**src/rtl/mem_stall_ctrl_pkg.sv**
```systemverilog
// Shared constants for the memory-stall freeze controller:
// channel status codes and the top FSM state encoding.
package mem_stall_ctrl_pkg;

    localparam logic [2:0] MS_FREE  = 3'b000;
    localparam logic [2:0] MS_STALL = 3'b111;

    localparam logic [1:0] ST_RUN     = 2'd0;
    localparam logic [1:0] ST_HOLD    = 2'd1;
    localparam logic [1:0] ST_RELEASE = 2'd2;

endpackage

```
**src/rtl/mem_chan_track.sv**
```systemverilog
// Per-channel busy flag: STALL sets, FREE clears, transient codes keep.
// clr_i drops the flag on a forced release.
module mem_chan_track
    import mem_stall_ctrl_pkg::*;
(
    input  logic       clk,
    input  logic       rst,
    input  logic [2:0] code_i,
    input  logic       clr_i,
    output logic       busy_q_o,
    output logic       busy_next_o
);

    logic busy_q;
    logic busy_d;

    // Next flag value from this cycle's status code.
    always_comb begin
        busy_d = busy_q;
        case (code_i)
            MS_FREE:  busy_d = 1'b0;
            MS_STALL: busy_d = 1'b1;
            default:  busy_d = busy_q;
        endcase
    end

    // Flag register; a forced release wins over the code.
    always_ff @(posedge clk) begin
        if (rst) begin
            busy_q <= 1'b0;
        end else if (clr_i) begin
            busy_q <= 1'b0;
        end else begin
            busy_q <= busy_d;
        end
    end

    assign busy_q_o    = busy_q;
    assign busy_next_o = busy_d;

endmodule

```
**src/rtl/mem_stall_ctrl.sv**
```systemverilog
// Memory-stall freeze controller: RUN/HOLD/RELEASE FSM, stall counter,
// cause mask. Optional HOLD timeout enabled by `define STALL_TIMEOUT_EN.
module mem_stall_ctrl
    import mem_stall_ctrl_pkg::*;
#(
    parameter int NCH     = 2,
    parameter int CW      = 8,
    parameter int TIMEOUT = 200
) (
    input  logic             clk,
    input  logic             rst,
    input  logic [3*NCH-1:0] mem_state_i,
    output logic             hold_o,
    output logic             release_o,
    output logic [NCH-1:0]   hold_src_o,
    output logic [CW-1:0]    stall_cnt_o,
    output logic             timeout_o
);

    localparam logic [CW-1:0] CNT_MAX = '1;

    if (NCH < 1 || NCH > 8) begin : g_bad_nch
        $error("mem_stall_ctrl: NCH out of range");
    end
    if (TIMEOUT < 1 || TIMEOUT > (2 ** CW) - 1) begin : g_bad_to
        $error("mem_stall_ctrl: TIMEOUT out of range");
    end

    logic [1:0]     state_q, state_d;
    logic [CW-1:0]  cnt_q, cnt_d;
    logic [NCH-1:0] src_q, src_d;
    logic [NCH-1:0] busy_q;
    logic [NCH-1:0] busy_next;
    logic           any_next;
    logic           force_rel;

    for (genvar i = 0; i < NCH; i++) begin : g_chan
        mem_chan_track u_trk (
            .clk         (clk),
            .rst         (rst),
            .code_i      (mem_state_i[3*i +: 3]),
            .clr_i       (force_rel),
            .busy_q_o    (busy_q[i]),
            .busy_next_o (busy_next[i])
        );
    end

    assign any_next = |busy_next;

`ifdef STALL_TIMEOUT_EN
    localparam logic [CW-1:0] TO_CNT = CW'(TIMEOUT);

    logic timeout_q;

    assign force_rel = (state_q == ST_HOLD) && (cnt_q == TO_CNT);

    // Sticky flag, set on the edge that forces the release.
    always_ff @(posedge clk) begin
        if (rst) begin
            timeout_q <= 1'b0;
        end else if (force_rel) begin
            timeout_q <= 1'b1;
        end
    end

    assign timeout_o = timeout_q;
`else
    assign force_rel = 1'b0;
    assign timeout_o = 1'b0;
`endif

    // Next FSM state; a forced release overrides pending stalls.
    always_comb begin
        state_d = state_q;
        case (state_q)
            ST_RUN: begin
                if (any_next) state_d = ST_HOLD;
            end
            ST_HOLD: begin
                if (force_rel || !any_next) state_d = ST_RELEASE;
            end
            ST_RELEASE: begin
                state_d = any_next ? ST_HOLD : ST_RUN;
            end
            default: state_d = ST_RUN;
        endcase
    end

    // Stall length: 1 on HOLD entry, saturating count, kept in RELEASE.
    always_comb begin
        cnt_d = cnt_q;
        case (state_d)
            ST_HOLD: begin
                if (state_q != ST_HOLD) begin
                    cnt_d = CW'(1);
                end else if (cnt_q != CNT_MAX) begin
                    cnt_d = cnt_q + CW'(1);
                end
            end
            ST_RELEASE: cnt_d = cnt_q;
            default:    cnt_d = '0;
        endcase
    end

    // Cause mask: loaded on leaving RUN, accumulates until RUN again.
    always_comb begin
        src_d = src_q;
        if (state_d == ST_RUN) begin
            src_d = '0;
        end else if (state_q == ST_RUN) begin
            src_d = busy_next;
        end else begin
            src_d = src_q | busy_next;
        end
    end

    // State registers.
    always_ff @(posedge clk) begin
        if (rst) begin
            state_q <= ST_RUN;
            cnt_q   <= '0;
            src_q   <= '0;
        end else begin
            state_q <= state_d;
            cnt_q   <= cnt_d;
            src_q   <= src_d;
        end
    end

    // busy_q only feeds back inside the trackers; kept for visibility.
    logic unused_busy;
    assign unused_busy = ^busy_q;

    assign hold_o      = (state_q != ST_RUN);
    assign release_o   = (state_q == ST_RELEASE);
    assign hold_src_o  = src_q;
    assign stall_cnt_o = cnt_q;

endmodule

```
**config.mk**
```make
export PLATFORM = sky130hd
export DESIGN_NAME = mem_stall_ctrl
export DESIGN_NICKNAME = d
export VERILOG_FILES = /design/src/rtl/mem_stall_ctrl_pkg.sv /design/src/rtl/mem_chan_track.sv /design/src/rtl/mem_stall_ctrl.sv
export SDC_FILE = /design/constraint.sdc
export NUM_CORES = 1
export LEC_CHECK = 0
export ABC_AREA = 1
export CAP_MARGIN = 10
export CORE_ASPECT_RATIO = 0.9
export CORE_MARGIN = 2
export CORE_UTILIZATION = 25
export DETAILED_ROUTE_END_ITERATION = 10
export PLACE_DENSITY_LB_ADDON = 0.12
export SKIP_CTS_REPAIR_TIMING = 1
export SLEW_MARGIN = 25
export SYNTH_ARGS = -nofsm -noshare
export SYNTH_HDL_FRONTEND = slang
export SYNTH_SLANG_ARGS = --single-unit
```
**constraint.sdc**
```tcl
create_clock -name clk -period 2 [get_ports clk]
set_clock_uncertainty 0.2 [all_clocks]
set_input_delay 0.3 -clock clk [delete_from_list [all_inputs] [get_ports clk]]
set_output_delay 0.3 -clock clk [all_outputs]
set_load 0.05 [all_outputs]
```
==> metrics.csv, run 1 <==
stage,metric,value,unit
floorplanning,die_y,57.23,µm
critical_path,r2r_cells,9,
drt,drt_pass1_iterations,4,
clock_network,cts_tree,done,
critical_path,worstReg2RegStart,stall_cnt_o[0],
clock_network,root_buffer,clkbuf_4,
clock_network,ctsHtreeMaxLevel,1,
sta,finalMaxSlewViolations,0,
drt,wl,1.860,mm
place,dpl.cell_count,184,
global_routing,grt_max_degree,9,
critical_path,critPathMaxStageDelay,0.80,ns
sta,final-hold-violation-count,0,
synth,seq_area_frac_synth,0.3561,
floorplanning,floorplan.initialDensity,0.2607,
place,port_buffers,19,
floorplanning,core,0.003019,mm²
final_layout,syn2layout_area_growth,31.96,%
power,pwr_density_cell,562.6,mW/mm²
final_layout,drive_above_1_share,0.1655,
synth,mappedNetlistArea,787.0,µm²
drt,routed_via_density,4.294,
global_routing,grt_usage,0.1178,
critical_path,r2r_slack,0.32,ns
floorplanning,io_pins,21,
sta,fin_tns_setup,0,ns
critical_path,crit_chain,clkdlybuf4s50_1,
critical_path,worstSetupPathDepth,1,
place,hpwlAfterDp,1.504,mm
run,cap_violations,0,
floorplanning,die_x,63.14,µm
drt,num_vias,803,
sta,finalCritPeriodShare,0.9645,
sta,post-route-worst-setup-slack,0.07105,ns
floorplanning,fp.dieArea,0.003614,mm²
sta,min_period,1.929,ns
final_layout,finish.utilization,0.3440,
drt,drt_iter0_drc,7,
drt,ant_nets,0,
sta,timing.fmax,518.4,MHz
global_routing,grt-ovfl-total,0,
critical_path,cp_slowest_cell,clkdlybuf4s50_1,
global_routing,grt_pass1_wl,3.346,mm
synth,syn_inst,122,
drt,drc,0,
power,power.leakage,0.4328,nW
synth,synth_cell_type_count,21,
clock_network,cts_made_buffers,3,
sta,setup_violations,0,
critical_path,critPathTopFamily,buffers and inverters,
final_layout,fillers,349,
critical_path,path_class,reg2out,
clock_network,clk_path_buf_depth,2,
sta,rsz0062_at_grt,false,
final_layout,fin_nets,156,
synth,ys_warn_count,0,
final_layout,layout.cells.non_filler,187,
critical_path,crit_required,1.50,ns
clock_network,clk_latency,0.28,ns
floorplanning,row_count,19,
power,total_power,584.2,µW
synth,syn_nets,131,
place,pre_cts_slack,0.08377,ns
global_routing,antenna_found_initial,0,
clock_network,clk_pin_slew_worst_paths,0.08,ns
critical_path,crit_arrival,1.43,ns
run_status,outcome,"finished, final reports clean",
final_layout,antenna_cells,0,
critical_path,endpoint_kind,primary output,
global_routing,grt_pass1_vias,767,
critical_path,cp-startpoint,hold_src_o[1],
critical_path,r2r-end,stall_cnt_o[2],
critical_path,worst-path-max-fanout,2,
critical_path,worst-path-buf-inv,1,
place,gp_congestion,0.8332,
critical_path,crit_path_end,hold_src_o[1],
power,ir_worst_vdd,0.0002747,V
worst_hold_path,hp-class,reg2reg,
synth,ys_ff_latch,14,
synth,avgSynthCellArea,6.451,µm²
drt,drt-wirelength-per-cell,9.947,µm
clock_network,cts_sinks,14,
critical_path,cp-start-kind,register,
flip-flops by register name (all words and copies together) (netlist names):
| register | count |
|---|---|
| stall_cnt_o | 8 |
| g_chan.u_trk.busy_q_o | 2 |
| hold_src_o | 2 |
| state_q | 2 |
cell type report:
type / count / area, µm² / share of cell area
multi-input cells: 89 / 431.7 / 0.4157
well taps: 42 / 52.55 / 0.05060
repair buffers: 22 / 187.7 / 0.1807
inverters: 17 / 63.81 / 0.06145
flip-flops and latches: 14 / 280.3 / 0.2699
clock buffers: 3 / 22.52 / 0.02169
cell usage in the layout, fill, tap and decap left out, drive strengths merged:
cell	n
a21oi	8
buf	13
clkbuf	3
clkdlybuf4s50	9
conb	1
dfxtp	14
ha	1
inv	17
nand2	38
nand3	17
nand4	1
nor2	18
nor3	1
nor3b	2
o21ai	1
o21bai	1
per-layer routing:
metal / track usage / wire length [µm] / vias to the layer above / part of all wire
met5: 0 / 0 / - / 0
met4: 0.02857 / 12 / 0 / 0.0065
met3: 0.04734 / 115 / 2 / 0.062
met2: 0.1809 / 785 / 21 / 0.42
met1: 0.1554 / 946 / 350 / 0.51
li1: - / - / 430 / -
power breakdown:
| part | total [mW] | switching, mW | internal [mW] |
|---|---|---|---|
| Clock | 0.164 | 0.0937 | 0.0699 |
| Sequential | 0.294 | 0.00706 | 0.287 |
| Combinational | 0.126 | 0.0825 | 0.0437 |
| Total | 0.584 | 0.183 | 0.401 |
kinds of logic (layout without fill, tap and decap cells):
group | after synthesis | after routing | synth area share
AOI/OAI and AO/OA | 10 | 10 | 0.07154
DFF | 14 | 14 | 0.3561
and+or+nand+nor | 77 | 77 | 0.4563
buffers and inverters | 19 | 42 | 0.09539
adders and majority gates | 1 | 1 | 0.01590
other | 1 | 1 | 0.004765
tightest hold or removal path: cells and delay by family (launching register included):
family / cells / cell delay, ns
simple gates: 1 / 0.06
compound gates: 1 / 0.06
flops: 1 / 0.32
through the flow:
| stage | hold slack, ns | cell area (µm²) |
|---|---|---|
| floorplan | 0.3559 | 787.0 |
| global placement | 0.2671 | 1016 |
| detailed placement | 0.2624 | 1016 |
| CTS | 0.2758 | 1039 |
| global route | 0.3000 | 1039 |
| finish | 0.2734 | 1039 |
worst min-delay path by stage:
stage          slack [ns]  depth (start not counted)                  endpoint                startpoint
2_1_floorplan        0.36                          4  g_chan[0].u_trk.busy_q_o  g_chan[0].u_trk.busy_q_o
3_3_place_gp         0.27                          2             hold_src_o[1]             hold_src_o[1]
3_5_place_dp         0.26                          2             hold_src_o[0]             hold_src_o[0]
4_1_cts              0.28                          2             hold_src_o[0]             hold_src_o[0]
5_1_grt              0.30                          2             hold_src_o[0]             hold_src_o[0]
6_report             0.27                          2             hold_src_o[0]             hold_src_o[0]
cell usage after synthesis:
library cell  instances  share of area
nand2_1              36           0.17
nand3_1              16           0.10
nor2_1               16          0.076
inv_1                15          0.072
dfxtp_1              14           0.36
a21oi_1               7          0.045
inv_2                 2         0.0095
nor2_4                2          0.029
nor3b_1               2          0.019
a21oi_2               1          0.011
buf_4                 1         0.0095
clkbuf_1              1         0.0048
conb_1                1         0.0048
ha_1                  1          0.016
nand2_2               1         0.0080
nand2_4               1          0.014
nand3_4               1          0.022
nand4_1               1         0.0080
nor3_1                1         0.0064
o21ai_0               1         0.0064
o21bai_1              1         0.0095
Power figures use the tool's default switching activity.
==> run 2, diff against run 1 <==
--- a/config.mk
+++ b/config.mk
@@ -8,7 +8,7 @@
 export ABC_AREA = 1
 export CAP_MARGIN = 10
 export CORE_ASPECT_RATIO = 0.9
-export CORE_MARGIN = 2
+export CORE_MARGIN = 1.5
 export CORE_UTILIZATION = 25
 export DETAILED_ROUTE_END_ITERATION = 10
 export PLACE_DENSITY_LB_ADDON = 0.12
==> metrics.csv, run 2 (synthesis results as in run 1) <==
stage,metric,value,unit,change
critical_path,path_class,reg2out,,unchanged
sta,finalMaxSlewViolations,0,,unchanged
final_layout,final_cell_mix,"nand2_1 (36), nor2_1 (16), nand3_1 (16)",,unchanged
drt,wl_met2,826,µm,was 785 µm
floorplanning,fp.dieArea,0.003494,mm²,was 0.003614 mm²
sta,timing.fmax,515.7,MHz,was 518.4 MHz
clock_network,ctsHtreeMaxLevel,1,,unchanged
floorplanning,die_y,56.23,µm,was 57.23 µm
sta,finalCritPeriodShare,0.9696,,was 0.9645
final_layout,fin_area,0.001051,mm²,was 0.001039 mm²
power,seqPwrFrac,0.500,,was 0.504
power,power.leakage,0.4357,nW,was 0.4328 nW
critical_path,endpoint_kind,primary output,,unchanged
final_layout,syn2layout_area_growth,33.55,%,was 31.96%
power,swShare,0.3167,,was 0.3136
clock_network,cts_made_buffers,3,,unchanged
sta,final-hold-violation-count,0,,unchanged
drt,drt_iter0_drc,37,,was 7
clock_network,root_buffer,clkbuf_4,,unchanged
drt,drt-met1-wl,1.024,mm,was 946 µm
critical_path,worst-path-buf-inv,1,,unchanged
clock_network,clk_latency,0.28,ns,about the same
power,total_power,589.9,µW,was 584.2 µW
power,p_clk_frac,0.281,,was 0.280
final_layout,largest_register_ffs,8,,unchanged
sta,fin_tns_setup,0,ns,unchanged
floorplanning,die_x,62.14,µm,was 63.14 µm
power,ir_worst_vdd,0.0003284,V,was 0.0002747 V
place,port_buffers,19,,unchanged
floorplanning,core,0.003019,mm²,unchanged
clock_network,clk_path_buf_depth,2,,unchanged
worst_hold_path,hp-class,reg2reg,,unchanged
drt,top_layer,met4,,unchanged
clock_network,cts_tree,done,,unchanged
global_routing,grt-ovfl-total,0,,unchanged
floorplanning,io_pins,21,,unchanged
critical_path,worst-path-max-fanout,2,,unchanged
critical_path,crit_chain,clkdlybuf4s50_1,,unchanged
drt,ant_nets,0,,unchanged
place,gp_congestion,0.8188,,was 0.8332
place,hpwlAfterDp,1.518,mm,was 1.504 mm
power,power.internal,403.1,µW,was 401.0 µW
drt,num_vias,802,,was 803
critical_path,crit_arrival,1.44,ns,was 1.43 ns
run,cap_violations,0,,unchanged
final_layout,drive_above_1_share,0.1655,,unchanged
critical_path,critPathTopFamily,buffers and inverters,,unchanged
global_routing,grt_pass1_wl,3.394,mm,was 3.346 mm
sta,rsz0062_at_grt,false,,unchanged
clock_network,cts_sinks,14,,unchanged
final_layout,fin_nets,156,,unchanged
critical_path,critPathMaxStageDelay,0.80,ns,about the same
global_routing,grt_usage,0.1240,,was 0.1178
final_layout,final_common_cell,nand2_1,,unchanged
global_routing,antenna_found_initial,0,,unchanged
drt,drt-wirelength-per-cell,10.50,µm,was 9.947 µm
place,placed_area,0.001028,mm²,was 0.001016 mm²
power,pwr-share-comb,0.219,,was 0.216
run_status,outcome,"finished, final reports clean",,unchanged
final_layout,antenna_cells,0,,unchanged
global_routing,grt_pass1_vias,726,,was 767
power,pwr_density_cell,561.3,mW/mm²,was 562.6 mW/mm²
power,switchingPower,186.8,µW,was 183.2 µW
floorplanning,row_count,19,,unchanged
critical_path,cp_slowest_cell,clkdlybuf4s50_1,,unchanged
floorplanning,floorplan.initialDensity,0.2607,,unchanged
sta,min_period,1.939,ns,was 1.929 ns
critical_path,crit_required,1.50,ns,about the same
drt,wl_met3,97,µm,was 115 µm
drt,wl,1.964,mm,was 1.860 mm
sta,setup_violations,0,,unchanged
clock_network,clk_pin_slew_worst_paths,0.09,ns,was 0.08 ns
sta,hold_slack,0.2785,ns,was 0.2734 ns
critical_path,cp-start-kind,register,,unchanged
drt,drt_pass1_iterations,4,,unchanged
drt,drc,0,,unchanged
global_routing,grt_max_degree,9,,unchanged
drt,routed_via_density,4.289,,was 4.294
==> run 2: cell counts in the layout (fill, tap and decap cells not counted) <==
Identical to the previous run, type by type.
==> run 2: per-layer routing <==
metal	global-route usage	vias to the layer above
met5	0	-
met4	0.02857	0
met3	0.04453	2
met2	0.2003	20
met1	0.1590	350
li1	-	430
==> run 2: path summary, 6_finish.rpt <==
path	slack [ns]	depth (start not counted)	startpoint	endpoint
setup / recovery	0.06	1	hold_src_o[1]	hold_src_o[1]
setup reg to reg	0.30	9	stall_cnt_o[0]	stall_cnt_o[2]
hold / removal	0.28	2	hold_src_o[0]	hold_src_o[0]
hold reg to reg	0.28	2	hold_src_o[0]	hold_src_o[0]
==> run 2: layout make-up <==
type | count | area (µm²)
well taps | 42 | 52.55
fillers | 342 | 1968
flip-flops and latches | 14 | 280.3
multi-input cells | 89 | 431.7
inverters | 17 | 63.81
clock buffers | 3 | 22.52
repair buffers | 22 | 200.2
==> run 2: metrics by stage <==
step	util	worst slack, ns	cells
3_5_place_dp	0.3407	0.06160	184
3_3_place_gp	0.3407	0.1193	184
2_1_floorplan	-	0.05397	122
6_report	0.3481	0.06087	187
5_1_grt	0.3481	0.006524	187
4_1_cts	0.3481	0.04350	187
==> run 2: power groups by stage <==
| stage | combinational [mW] | sequential (mW) | clock (mW) |
|---|---|---|---|
| 2_1_floorplan | 0.0675 | 0.315 | 0 |
| 3_3_place_gp | 0.129 | 0.301 | 0 |
| 3_5_place_dp | 0.130 | 0.302 | 0 |
| 4_1_cts | 0.130 | 0.295 | 0.171 |
| 5_1_grt | 0.141 | 0.297 | 0.189 |
| 6_report | 0.129 | 0.295 | 0.166 |
==> run 3, diff against run 2 <==
--- a/config.mk
+++ b/config.mk
@@ -7,6 +7,8 @@
 export LEC_CHECK = 0
 export ABC_AREA = 1
 export CAP_MARGIN = 10
+export CELL_PAD_IN_SITES_DETAIL_PLACEMENT = 1
+export CELL_PAD_IN_SITES_GLOBAL_PLACEMENT = 1
 export CORE_ASPECT_RATIO = 0.9
 export CORE_MARGIN = 1.5
 export CORE_UTILIZATION = 25
==> metrics.csv, run 3 (synthesis results as in run 1) <==
stage,metric,value,unit,change
global_routing,grt_pass1_vias,869,,was 726
clock_network,cts_sinks,14,,unchanged
final_layout,layout.cells.non_filler,187,,unchanged
clock_network,root_buffer,clkbuf_4,,unchanged
floorplanning,row_count,19,,unchanged
final_layout,seqCellArea,280.3,µm²,unchanged
final_layout,antenna_cells,0,,unchanged
place,hpwlAfterDp,1.775,mm,was 1.518 mm
final_layout,syn2layout_area_growth,34.66,%,was 33.55%
global_routing,antenna_found_initial,0,,unchanged
global_routing,grt_pass1_wl,3.877,mm,was 3.394 mm
sta,final-hold-violation-count,0,,unchanged
sta,timing.fmax,514.6,MHz,was 515.7 MHz
floorplanning,die_x,62.14,µm,unchanged
place,port_buffers,19,,unchanged
critical_path,r2r_cells,9,,unchanged
sta,finalCritPeriodShare,0.9716,,was 0.9696
power,pwr_density_cell,603.1,mW/mm²,was 561.3 mW/mm²
sta,finalMaxSlewViolations,0,,unchanged
floorplanning,floorplan.initialDensity,0.2607,,unchanged
critical_path,crit_arrival,1.44,ns,about the same
drt,num_vias,831,,was 802
place,dpl.cell_count,183,,was 184
drt,wl,2.226,mm,was 1.964 mm
critical_path,worst-path-buf-inv,1,,unchanged
final_layout,drive_above_1_share,0.1655,,unchanged
global_routing,grt_busiest_layer,met2,,unchanged
floorplanning,io_pins,21,,unchanged
clock_network,cts_tree,done,,unchanged
worst_hold_path,hp-class,reg2reg,,unchanged
floorplanning,die_y,56.23,µm,unchanged
sta,rsz0062_at_grt,false,,unchanged
sta,fin_tns_setup,0,ns,unchanged
critical_path,worstReg2RegStart,stall_cnt_o[0],,unchanged
critical_path,endpoint_kind,primary output,,unchanged
sta,min_period,1.943,ns,was 1.939 ns
worst_hold_path,hold_path_end,hold_src_o[0],,unchanged
worst_hold_path,min_path_cells,2,,unchanged
sta,max-slew-margin-rel,0.6625,,
final_layout,largest_register_ffs,8,,unchanged
critical_path,r2r-end,stall_cnt_o[4],,was stall_cnt_o[2]
final_layout,fin_nets,155,,was 156
critical_path,crit_chain,clkdlybuf4s50_1,,unchanged
final_layout,fillers,407,,was 342
global_routing,grt-ovfl-total,0,,unchanged
critical_path,cp-start-kind,register,,unchanged
drt,routed_via_density,4.444,,was 4.289
clock_network,clk_path_buf_depth,2,,unchanged
critical_path,path_class,reg2out,,unchanged
place,pre_cts_slack,-0.05882,ns,was 0.06160 ns
clock_network,clk_pin_slew_worst_paths,0.09,ns,about the same
critical_path,critPathMaxStageDelay,0.80,ns,about the same
critical_path,crit_required,1.50,ns,about the same
power,power.leakage,0.4565,nW,was 0.4357 nW
drt,ant_nets,0,,unchanged
final_layout,multiInputGateArea,431.7,µm²,unchanged
drt,drt_pass1_iterations,4,,unchanged
drt,drt_iter0_drc,14,,was 37
clock_network,clk_latency,0.29,ns,was 0.28 ns
final_layout,final_cell_mix,"nand2_1 (36), nor2_1 (16), nand3_1 (16)",,unchanged
drt,drt-wirelength-per-cell,11.90,µm,was 10.50 µm
power,total_power,639.1,µW,was 589.9 µW
power,ir_worst_vdd,0.0002516,V,was 0.0003284 V
critical_path,critPathTopFamily,buffers and inverters,,unchanged
global_routing,grt_usage,0.1432,,was 0.1240
run,cap_violations,0,,unchanged
worst_hold_path,hold_start,hold_src_o[0],,unchanged
global_routing,grt_max_degree,9,,unchanged
drt,drc,0,,unchanged
critical_path,worst-path-max-fanout,2,,unchanged
global_routing,met1_usage,0.1698,,was 0.1590
floorplanning,core,0.003019,mm²,unchanged
global_routing,use_met2,0.2500,,was 0.2003
sta,post-route-worst-setup-slack,0.05680,ns,was 0.06087 ns
final_layout,final_common_cell,nand2_1,,unchanged
critical_path,r2r_slack,0.22,ns,was 0.30 ns
sta,setup_violations,0,,unchanged
sta,worstMarginPinSlew,0.5054,ns,
clock_network,cts_made_buffers,3,,unchanged
run_status,outcome,"finished, final reports clean",,unchanged
critical_path,cp_slowest_cell,clkdlybuf4s50_1,,unchanged
place,gp_congestion,0.7332,,was 0.8188
floorplanning,fp.dieArea,0.003494,mm²,unchanged
clock_network,ctsHtreeMaxLevel,1,,unchanged
global_routing,grt_use_met3,0.04049,,was 0.04453
run 3: cell count changes in the layout (fill, tap and decap cells not counted), sizes merged:
cell,before,now
buf,13,12
clkbuf,3,4
clkdlybuf4s50,9,8
dlymetal6s2s,0,1
run 3: stage by stage:
step | instance area (µm²) | hold slack (ns) | util
3_5_place_dp | 1021 | 0.2741 | 0.3382
5_1_grt | 1060 | 0.3018 | 0.3510
2_1_floorplan | 787.0 | 0.3559 | -
3_3_place_gp | 1021 | 0.2693 | 0.3382
6_report | 1060 | 0.2768 | 0.3510
4_1_cts | 1057 | 0.2874 | 0.3502
run 3: how the worst max path moves through the flow:
stage	from	to	slack (ns)	depth (start not counted)
after floorplan	stall_cnt_o[0]	stall_cnt_o[2]	0.05	9
after global placement	mem_state_i[3]	stall_cnt_o[1]	0.11	9
after detailed placement	mem_state_i[5]	hold_src_o[1]	-0.06	9
after CTS	hold_src_o[1]	hold_src_o[1]	0.04	1
after global routing	hold_src_o[1]	hold_src_o[1]	0.01	1
final	hold_src_o[1]	hold_src_o[1]	0.06	1
run 3: power by group:
group | switching [mW] | internal [mW] | leakage (nW)
combinational | 0.0832 | 0.0439 | 0.322
sequential | 0.00787 | 0.287 | 0.114
clock | 0.106 | 0.111 | 0.0210
total | 0.197 | 0.442 | 0.456
run 3: layer usage:
layer	wire, µm	part of all wire
met2	1086	0.49
met5	0	0
met3	80	0.036
met4	27	0.012
met1	1032	0.46
run 3: layout make-up:
class / instances / share of cell area
well taps: 42 / 0.04959
flip-flops and latches: 14 / 0.2645
repair buffers: 21 / 0.1842
inverters: 17 / 0.06021
clock buffers: 4 / 0.03424
multi-input cells: 89 / 0.4073
run 3: tightest hold or removal path, cell delays in order (launching register included):
cell and delay, ns:
dfxtp_1 0.32, nand2_1 0.06, a21oi_1 0.06
